<file path="src/rtl/cgra_obi_arb_pkg.sv">
// Shared OBI widths and arbiter lock-state encoding for the CGRA master arbiter.
package cgra_obi_arb_pkg;

  localparam int unsigned ObiAddrW = 32;
  localparam int unsigned ObiDataW = 32;
  localparam int unsigned ObiBeW   = 4;

  typedef enum logic {
    LOCK_OPEN,
    LOCK_HELD
  } lock_state_e;

endpackage

</file>
<file path="src/rtl/cgra_obi_id_fifo.sv">
// Synchronous FIFO of requester indices for outstanding OBI transactions.
// Push and pop may occur in the same cycle; pointers wrap modulo Depth.
module cgra_obi_id_fifo #(
  parameter int unsigned Depth = 4,
  parameter int unsigned Width = 2
) (
  input  logic                     clk_i,
  input  logic                     rst_i,
  input  logic                     push_i,
  input  logic [Width-1:0]         push_data_i,
  input  logic                     pop_i,
  output logic [Width-1:0]         head_o,
  output logic                     full_o,
  output logic                     empty_o,
  output logic [$clog2(Depth):0]   count_o
);

  localparam int unsigned PtrW = $clog2(Depth);

  logic [Width-1:0] mem [Depth];
  logic [PtrW-1:0]  wr_ptr;
  logic [PtrW-1:0]  rd_ptr;
  logic [PtrW:0]    count;
  logic             do_push;
  logic             do_pop;

  assign full_o  = (count == (PtrW+1)'(Depth));
  assign empty_o = (count == '0);
  assign count_o = count;
  assign head_o  = mem[rd_ptr];

  assign do_push = push_i & ~full_o;
  assign do_pop  = pop_i & ~empty_o;

  always_ff @(posedge clk_i) begin
    if (do_push) begin
      mem[wr_ptr] <= push_data_i;
    end
  end

  always_ff @(posedge clk_i) begin
    if (rst_i) begin
      wr_ptr <= '0;
      rd_ptr <= '0;
      count  <= '0;
    end else begin
      if (do_push) begin
        wr_ptr <= wr_ptr + 1'b1;
      end
      if (do_pop) begin
        rd_ptr <= rd_ptr + 1'b1;
      end
      case ({do_push, do_pop})
        2'b10:   count <= count + 1'b1;
        2'b01:   count <= count - 1'b1;
        default: count <= count;
      endcase
    end
  end

endmodule

</file>
<file path="src/rtl/cgra_obi_master_arbiter.sv">
// Round-robin merge of NumReq CGRA OBI master channels onto one OBI master port,
// with an ID FIFO routing each response back to the channel that issued it.
module cgra_obi_master_arbiter
  import cgra_obi_arb_pkg::*;
#(
  parameter int unsigned NumReq    = 4,
  parameter int unsigned MaxOutstd = 4
) (
  input  logic                         clk_i,
  input  logic                         rst_i,
  input  logic [NumReq-1:0]            req_i,
  input  logic [NumReq-1:0]            we_i,
  input  logic [NumReq*ObiBeW-1:0]     be_i,
  input  logic [NumReq*ObiAddrW-1:0]   addr_i,
  input  logic [NumReq*ObiDataW-1:0]   wdata_i,
  output logic [NumReq-1:0]            gnt_o,
  output logic [NumReq-1:0]            rvalid_o,
  output logic [NumReq*ObiDataW-1:0]   rdata_o,
  output logic                         out_req_o,
  output logic                         out_we_o,
  output logic [ObiBeW-1:0]            out_be_o,
  output logic [ObiAddrW-1:0]          out_addr_o,
  output logic [ObiDataW-1:0]          out_wdata_o,
  input  logic                         out_gnt_i,
  input  logic                         out_rvalid_i,
  input  logic [ObiDataW-1:0]          out_rdata_i,
  output logic                         busy_o,
  output logic                         err_o
);

  localparam int unsigned IdxW = $clog2(NumReq);
  localparam int unsigned CntW = $clog2(MaxOutstd) + 1;

  lock_state_e       lock_state;
  logic [IdxW-1:0]   lock_idx;
  logic [IdxW-1:0]   rr_ptr;
  logic [IdxW-1:0]   winner;
  logic [IdxW-1:0]   cand;
  logic              found;
  logic [IdxW-1:0]   sel_idx;
  logic              out_req;
  logic              handshake;
  logic              resp_bypass;
  logic              resp_valid;
  logic [IdxW-1:0]   resp_idx;
  logic              fifo_push;
  logic              fifo_pop;
  logic              fifo_full;
  logic              fifo_empty;
  logic [IdxW-1:0]   fifo_head;
  logic [CntW-1:0]   fifo_count;
  logic              err_q;

  // First asserted request at or after the rr pointer, wrapping.
  always_comb begin
    winner = rr_ptr;
    found  = 1'b0;
    cand   = '0;
    for (int unsigned i = 0; i < NumReq; i++) begin
      cand = IdxW'((32'(rr_ptr) + i) % NumReq);
      if (!found && req_i[cand]) begin
        winner = cand;
        found  = 1'b1;
      end
    end
  end

  assign sel_idx   = (lock_state == LOCK_HELD) ? lock_idx : winner;
  assign out_req   = ~rst_i & ((lock_state == LOCK_HELD) | (|req_i)) & ~fifo_full;
  assign handshake = out_req & out_gnt_i;

  // A response arriving while the FIFO is empty but a grant happens in the same
  // cycle belongs to that grant; it bypasses the FIFO instead of raising err_o.
  assign resp_bypass = out_rvalid_i & fifo_empty & handshake;
  assign resp_valid  = ~rst_i & out_rvalid_i & (~fifo_empty | handshake);
  assign resp_idx    = fifo_empty ? sel_idx : fifo_head;
  assign fifo_push   = handshake & ~resp_bypass;
  assign fifo_pop    = ~rst_i & out_rvalid_i & ~fifo_empty;

  cgra_obi_id_fifo #(
    .Depth (MaxOutstd),
    .Width (IdxW)
  ) u_id_fifo (
    .clk_i       (clk_i),
    .rst_i       (rst_i),
    .push_i      (fifo_push),
    .push_data_i (sel_idx),
    .pop_i       (fifo_pop),
    .head_o      (fifo_head),
    .full_o      (fifo_full),
    .empty_o     (fifo_empty),
    .count_o     (fifo_count)
  );

  always_comb begin
    out_we_o    = 1'b0;
    out_be_o    = '0;
    out_addr_o  = '0;
    out_wdata_o = '0;
    if (out_req) begin
      out_we_o    = we_i[sel_idx];
      out_be_o    = be_i[sel_idx*ObiBeW +: ObiBeW];
      out_addr_o  = addr_i[sel_idx*ObiAddrW +: ObiAddrW];
      out_wdata_o = wdata_i[sel_idx*ObiDataW +: ObiDataW];
    end
  end

  assign out_req_o = out_req;
  assign gnt_o     = handshake  ? (NumReq'(1) << sel_idx)  : '0;
  assign rvalid_o  = resp_valid ? (NumReq'(1) << resp_idx) : '0;
  assign rdata_o   = rst_i ? '0 : {NumReq{out_rdata_i}};
  assign busy_o    = (fifo_count != '0);
  assign err_o     = err_q;

  always_ff @(posedge clk_i) begin
    if (rst_i) begin
      rr_ptr     <= '0;
      lock_state <= LOCK_OPEN;
      lock_idx   <= '0;
      err_q      <= 1'b0;
    end else begin
      if (handshake) begin
        rr_ptr     <= (sel_idx == IdxW'(NumReq - 1)) ? '0 : sel_idx + 1'b1;
        lock_state <= LOCK_OPEN;
      end else if (out_req) begin
        lock_state <= LOCK_HELD;
        lock_idx   <= sel_idx;
      end
      if (out_rvalid_i & fifo_empty & ~handshake) begin
        err_q <= 1'b1;
      end
    end
  end

endmodule

</file>
<file path="config.mk">
export PLATFORM = sky130hd
export DESIGN_NAME = cgra_obi_master_arbiter
export DESIGN_NICKNAME = d
export VERILOG_FILES = /design/src/rtl/cgra_obi_arb_pkg.sv /design/src/rtl/cgra_obi_id_fifo.sv /design/src/rtl/cgra_obi_master_arbiter.sv
export SDC_FILE = /design/constraint.sdc
export NUM_CORES = 1
export LEC_CHECK = 0
export CAP_MARGIN = 15
export CORE_AREA = 4 4 199 201
export CTS_BUF_LIST = sky130_fd_sc_hd__clkbuf_2 sky130_fd_sc_hd__clkbuf_4 sky130_fd_sc_hd__clkbuf_8
export CTS_CLUSTER_DIAMETER = 60
export DETAILED_ROUTE_END_ITERATION = 12
export DIE_AREA = 0 0 203 205
export PLACE_DENSITY = 0.52
export SYNTH_ARGS = -nofsm -noshare
export SYNTH_HDL_FRONTEND = slang
export SYNTH_SLANG_ARGS = --single-unit
export TNS_END_PERCENT = 1
</file>
<file path="constraint.sdc">
create_clock -name clk_i -period 3.5 [get_ports clk_i]
set_clock_uncertainty 0.15 [all_clocks]
set_input_delay 0.525 -clock clk_i [delete_from_list [all_inputs] [get_ports clk_i]]
set_output_delay 0.525 -clock clk_i [all_outputs]
set_load 0.03 [all_outputs]
</file>
==> flow_metrics.tcl, run 1 <==
set metrics [dict create \
    status "completed" \
    dieArea_sq_um 41600 \
    slowest_stage "or4_4" \
    synth_nets 1010 \
    synth_cells 684 \
    relSlewSlack_pct 56.0 \
    p_leak_uw 0.00377 \
    max_stage_delay_ns 0.52 \
    clk_latency_ns 0.26 \
    synth_cell_type_count 44 \
    drt_iter0_markers 491 \
    worst_setup_path_end_kind "primary output" \
    worst-path-max-fanout 16 \
    core-area_sq_um 37600 \
    finalCritPeriodShare_pct 97.1 \
    path_clk_slew_ns 0.08 \
    synth_top_family_by_area "simple AND/OR/NAND/NOR gates" \
    ys_warn_count 0 \
    ant_nets 0 \
    synth_edf_count 8 \
    yosysMostFrequentCell "nand2_1" \
    via_count 7237 \
    routedWlPerCell_um 18.8 \
    viasPerCell 4.42 \
    grt_overflow 0 \
    vdd_drop_max_v 0.000136 \
    area_delta_synth_final_pct 123 \
    worst-path-buf-inv 6 \
    timing_hold_violations_final 0 \
    synth_top_area_cell "buf_4" \
    synth_area_leaders "buf_4, a32oi_1, a41oi_1, nand2_1, nand4_1" \
    rsz0062_at_grt "false" \
    port_buffers 523 \
    cts_buffers 3 \
    n_antenna_cell 0 \
    worstMarginPinSlew_ns 0.660 \
    start_util_pct 12.7 \
    finalCriticalPeriod_ns 3.40 \
    clockBufferDepth 2 \
    synth_compound_area_share_pct 29.0 \
    dpl_cell_area_sq_um 10400 \
    yosysTopAreaCellShare_pct 15.1 \
    ys_top_cells_by_count "nand2_1, buf_4, a32oi_1, a41oi_1, nand4_1" \
    finalInstanceArea_sq_um 10600 \
    num_io_pins 524 \
    cts_sinks 23 \
    drv_slew 0 \
    critPathKind "in -> out" \
    dieHeight_um 205 \
    cts_root_buffer "clkbuf_8" \
    place_congestion 0.918 \
    setup_viol 0 \
    synth_ff_type "dfxtp_1" \
    grt_max_degree 48 \
    die_x_um 203 \
    yosysSeqAreaShare_pct 11.4 \
    crit_top_cell "buf_12" \
    max_cap_violations 0 \
    nFillCells 4054 \
    yosys.area_share.adder_pct 2.79 \
    path_cells "dlygate4sd2_1 > or4_4 > o211ai_4 > buf_6 > nor2_4 > buf_12 > bufbuf_16 > a41oi_2 > a32oi_1 > buf_4 > buf_12" \
    synth.area.mux_share_pct 1.37 \
    arrival_ns 2.72 \
    cts_tree "yes" \
    drive_above_1_share_pct 17.0 \
    cp_top_family "buffers and inverters" \
    powerDensity_nw_per_um2 289 \
    holdWs_ns 0.336 \
    nNetsFinal 1454 \
    hpwlAfterDp_um 24800 \
    crit_required_ns 2.82 \
    first_pass_iters 7 \
    rows 71 \
    htreeDepth 1 \
    track_usage_pct 13.2 \
    async_flop_share_pct 0 \
    fmax_ghz 0.294 \
    hold_class "reg -> reg" \
    synth-seq-cells 23 \
    synth_area_sq_um 4760 \
    drc 0 \
    crit_path_start_kind "primary input" \
    power_uw 3060 \
    syn_area_per_cell_sq_um 6.96 \
    synth_xor_area_share_pct 0.920 \
    yosys.area_share.simple_pct 30.3 \
    wl_um 30900 \
    antenna_found_initial 1 \
    grt_pass1_wl_um 44200 \
    grt_pass1_vias 7329 \
]
layout make-up:
| class | count | area [sq um] | share of cell area, % |
|---|---|---|---|
| Inverter | 11 | 41.3 | 0.389 |
| Sequential cell | 23 | 541 | 5.10 |
| Multi-Input combinational cell | 473 | 3120 | 29.5 |
| Tap cell | 511 | 639 | 6.03 |
| Clock buffer | 3 | 41.3 | 0.389 |
| Timing Repair Buffer | 616 | 6210 | 58.6 |
| Clock inverter | 1 | 5.00 | 0.0472 |
worst register-to-register path, delay by kind of cell, from the launching register on:
family | cells | cell delay, ns
buffers and inverters | 2 | 0.13
AND/OR/NAND/NOR | 2 | 0.90
flip-flops | 1 | 0.43
adder cells (fa/ha/maj) | 2 | 0.54
AO/OA/AOI/OAI | 3 | 0.55
XOR/XNOR | 1 | 0.15
layer usage:
layer / vias to the layer above / wire length (um) / part of all wire, % / global-route usage [%]
li1: 3389 / - / - / -
met1: 3378 / 12100 / 39 / 15.9
met2: 434 / 15400 / 50 / 23.9
met3: 36 / 2720 / 8.8 / 3.50
met4: 0 / 675 / 2.2 / 2.55
met5: - / 0 / 0 / 0
through the flow:
stage          utilization [%]  worst slack [ns]  setup TNS [ns]  std cells
2_1_floorplan                -             0.432               0        684
3_3_place_gp              27.7           -0.0808          -0.597       1627
3_5_place_dp              27.7            -0.113           -1.58       1627
4_1_cts                   28.2            0.0523               0       1637
5_1_grt                   28.2            0.0190               0       1638
6_report                  28.2             0.102               0       1638
where the power goes:
group          switching [uW]  internal, uW
combinational            1380          1220
clock                    81.2          79.3
sequential               13.6           293
cell families after synthesis:
family | after synthesis
AND/OR/NAND/NOR | 294
buffers and inverters | 188
AO/OA/AOI/OAI | 160
flip-flops | 23
adder cells (fa/ha/maj) | 10
XOR/XNOR | 5
multiplexers | 4
state kept, by name (all words and copies together) (netlist names), named ones only:
register and count:
err_o 1, lock_idx 2, lock_state 1, rr_ptr 2
u_id_fifo.count_o 3, u_id_fifo.mem 8, u_id_fifo.rd_ptr 2, u_id_fifo.wr_ptr 2
layout by cell type (no fill, tap or decap), drive strengths merged, types with 2 or more instances in the layout:
master,Yosys,layout
clkdlybuf4s50,0,440
buf,126,171
nand2,142,142
nand4,69,69
a32oi,69,69
a41oi,69,69
nor2b,36,36
nor2,18,18
dfxtp,15,15
inv,11,11
ha,9,9
edfxtp,8,8
nand2b,8,8
nor3,7,7
a21oi,7,7
and2,5,5
and3,4,4
dlygate4sd2,0,4
xor2,3,3
o21ai,3,3
clkbuf,51,3
a211oi,2,2
mux4,2,2
xnor2,2,2
or3,2,2
mux2i,2,2
or4,2,2
repair_timing:
action	in CTS	in global routing
cloned	1	0
setup endpoints to repair	48	3
hold buffers	0	0
pin swaps	4	1
buffers inserted	5	1
gates resized for setup	9	2
final timing paths:
| kind | startpoint | endpoint | slack, ns | cells past startpoint |
|---|---|---|---|---|
| setup / recovery | req_i[2] | out_addr_o[10] | 0.10 | 11 |
| hold / removal | err_o | err_o | 0.34 | 2 |
| setup reg to reg | lock_state | u_id_fifo.count_o[2] | 0.58 | 10 |
| hold reg to reg | err_o | err_o | 0.34 | 2 |
Note: power is estimated with default switching activity, not from simulation.
==> inputs of run 2 (changes only) <==
Settings changed: CTS_CLUSTER_SIZE set to 30.
==> results of run 2 <==
No change in the layout: final DEF, timing and power equal those of run 1.
==> inputs of run 3 (changes only) <==
Settings changed: CELL_PAD_IN_SITES_DETAIL_PLACEMENT set to 0, CELL_PAD_IN_SITES_GLOBAL_PLACEMENT set to 2, CORE_AREA 4 4 199 201 to 4 4 203 205, DIE_AREA 0 0 203 205 to 0 0 207 209, HOLD_SLACK_MARGIN set to 0.05, PLACE_DENSITY 0.52 to 0.89.
==> run 3 against run 2 <==
  * Register-to-register slack got worse by 0.09 ns
  * Worst setup slack improved by 0.016 ns
  * Clock power up 3%
  * Sequential power is essentially flat
  * Combinational power shrank 3%
  * Die area grew 4.0%
  * First-iteration DRC count is 11% higher
  * Largest power group unchanged
  * Highest routed layer unchanged
==> flow_metrics.tcl, run 3 (synthesis gave the netlist of run 1 again) <==
set metrics [dict create \
    antenna_found_initial 1 \
    grt_pass1_vias 7482 \
    core-area_sq_um 39500 \
    start_util_pct 12.1 \
    setup_viol 0 \
    relSlewSlack_pct 65.5 \
    critPathKind "in -> out" \
    cts_buffers 3 \
    wl_met3_um 2030 \
    crit_required_ns 2.82 \
    viasPerCell 4.37 \
    largest_reg_flops 8 \
    cp_top_family "buffers and inverters" \
    powerDensity_nw_per_um2 287 \
    holdWs_ns 0.334 \
    drc 0 \
    cts_sinks 23 \
    worst_setup_path_end_kind "primary output" \
    finalNonFillerCells 1647 \
    grt_pass1_wl_um 44400 \
    cts_tree "yes" \
    worstMarginPinSlew_ns 0.517 \
    met1_length_um 11600 \
    clk_latency_ns 0.27 \
    top_layer "met4" \
    wl_um 30100 \
    rows 73 \
    wl_met2_um 16000 \
    timing_hold_violations_final 0 \
    via_count 7196 \
    track_usage_pct 12.6 \
    dieArea_sq_um 43300 \
    rsz0062_at_grt "false" \
    finalCritPeriodShare_pct 96.6 \
    die_x_um 207 \
    final.setup.tns_ns 0 \
    first_pass_iters 5 \
    dieHeight_um 209 \
    drt_iter0_markers 545 \
    max_stage_delay_ns 0.50 \
    min-delay-start "err_o" \
    area_delta_synth_final_pct 120 \
    path_cells "dlygate4sd2_1 > buf_4 > or4_4 > o211ai_4 > buf_6 > nor2_4 > buf_12 > buf_4 > a41oi_1 > a32oi_1 > buf_4 > buf_12" \
    worst-path-max-fanout 14 \
    r2r_start "lock_state" \
    num_io_pins 524 \
    place_congestion 0.907 \
    worst-path-buf-inv 7 \
    vdd_drop_max_v 0.000131 \
    arrival_ns 2.71 \
    mostFrequentLayoutCells "clkdlybuf4s50_1, nand2_1, buf_4, nand4_1, a32oi_1" \
    max_cap_violations 0 \
    cts_root_buffer "clkbuf_8" \
    hold_class "reg -> reg" \
    crit_top_cell "buf_4" \
    finalCriticalPeriod_ns 3.38 \
    regMostFlops "u_id_fifo.mem" \
    crit_path_start_kind "primary input" \
    clockBufferDepth 2 \
    finalInstanceArea_sq_um 10500 \
    pre_cts_ws_ns -0.178 \
    final_common_cell "clkdlybuf4s50_1" \
    drv_slew 0 \
    grt_overflow 0 \
    status "completed" \
    grt_max_degree 65 \
    drive_above_1_share_pct 16.3 \
    ant_nets 0 \
    nNetsFinal 1448 \
    fmax_ghz 0.296 \
    path_clk_slew_ns 0.08 \
    finalWorstSetupSlack_ns 0.118 \
    htreeDepth 1 \
    placed_cells 1637 \
    p_leak_uw 0.00370 \
    dpl_cell_area_sq_um 10200 \
    crit_start "req_i[2]" \
    port_buffers 523 \
    hpwlAfterDp_um 24000 \
    routedWlPerCell_um 18.3 \
    hold_buffers 0 \
    slowest_stage "or4_4" \
]
==> run 3: cell count changes in the layout (fill, tap and decap cells not counted), sizes merged <==
cell | previous run | this run
diode | 0 | 1
bufbuf | 1 | 3
buf | 171 | 159
clkdlybuf4s50 | 440 | 442
dlygate4sd2 | 4 | 6
==> run 3: layout make-up <==
| type | instances | area [sq um] |
|---|---|---|
| Tap cell | 525 | 657 |
| Clock buffer | 3 | 41.3 |
| Sequential cell | 23 | 541 |
| Multi-Input combinational cell | 473 | 3130 |
| Inverter | 11 | 41.3 |
| Fill cell | 4268 | 29000 |
| Antenna cell | 1 | 2.50 |
| Timing Repair Buffer | 610 | 6030 |
| Clock inverter | 1 | 5.00 |
==> run 3: worst reg2reg max path, cell delays in order (launching register included) <==
cell       delay, ns
dfxtp_1         0.43
or4_4           0.60
o2111ai_1       0.27
buf_4           0.21
a21oi_2         0.05
inv_1           0.06
ha_1            0.15
inv_1           0.05
fa_1            0.37
xor2_1          0.16
or3_1           0.30
a21oi_1         0.14
==> run 3: worst paths after layout <==
kind	to	slack, ns	cells after the start
max	out_addr_o[22]	0.12	12
min	err_o	0.33	2
max reg2reg	u_id_fifo.count_o[2]	0.49	11
min reg2reg	err_o	0.33	2
==> run 3: routing by layer <==
layer	track usage, %	up-vias
li1	-	3392
met1	14.2	3389
met2	24.7	393
met3	2.70	22
met4	1.92	0
met5	0	-
==> run 3: power by group <==
group	leakage, uW	total [uW]	switching, uW	internal [uW]
Sequential	0.000196	306	13.5	293
Combinational	0.00348	2530	1360	1170
Clock	0.0000255	165	85.9	79.6
Total	0.00370	3000	1460	1540
==> run 3: timing repair <==
item,4_1_cts,5_1_grt
pin swaps,1,1
gates cloned,3,0
resized for setup,15,1
setup endpoints to repair,68,6
buffers inserted,2,0
==> run 3: metrics by stage <==
stage / total power (uW) / util, %
floorplan: 1620 / -
global placement: 2780 / 26.0
detailed placement: 2790 / 26.0
CTS: 3030 / 26.5
global route: 3170 / 26.5
finish: 3000 / 26.5
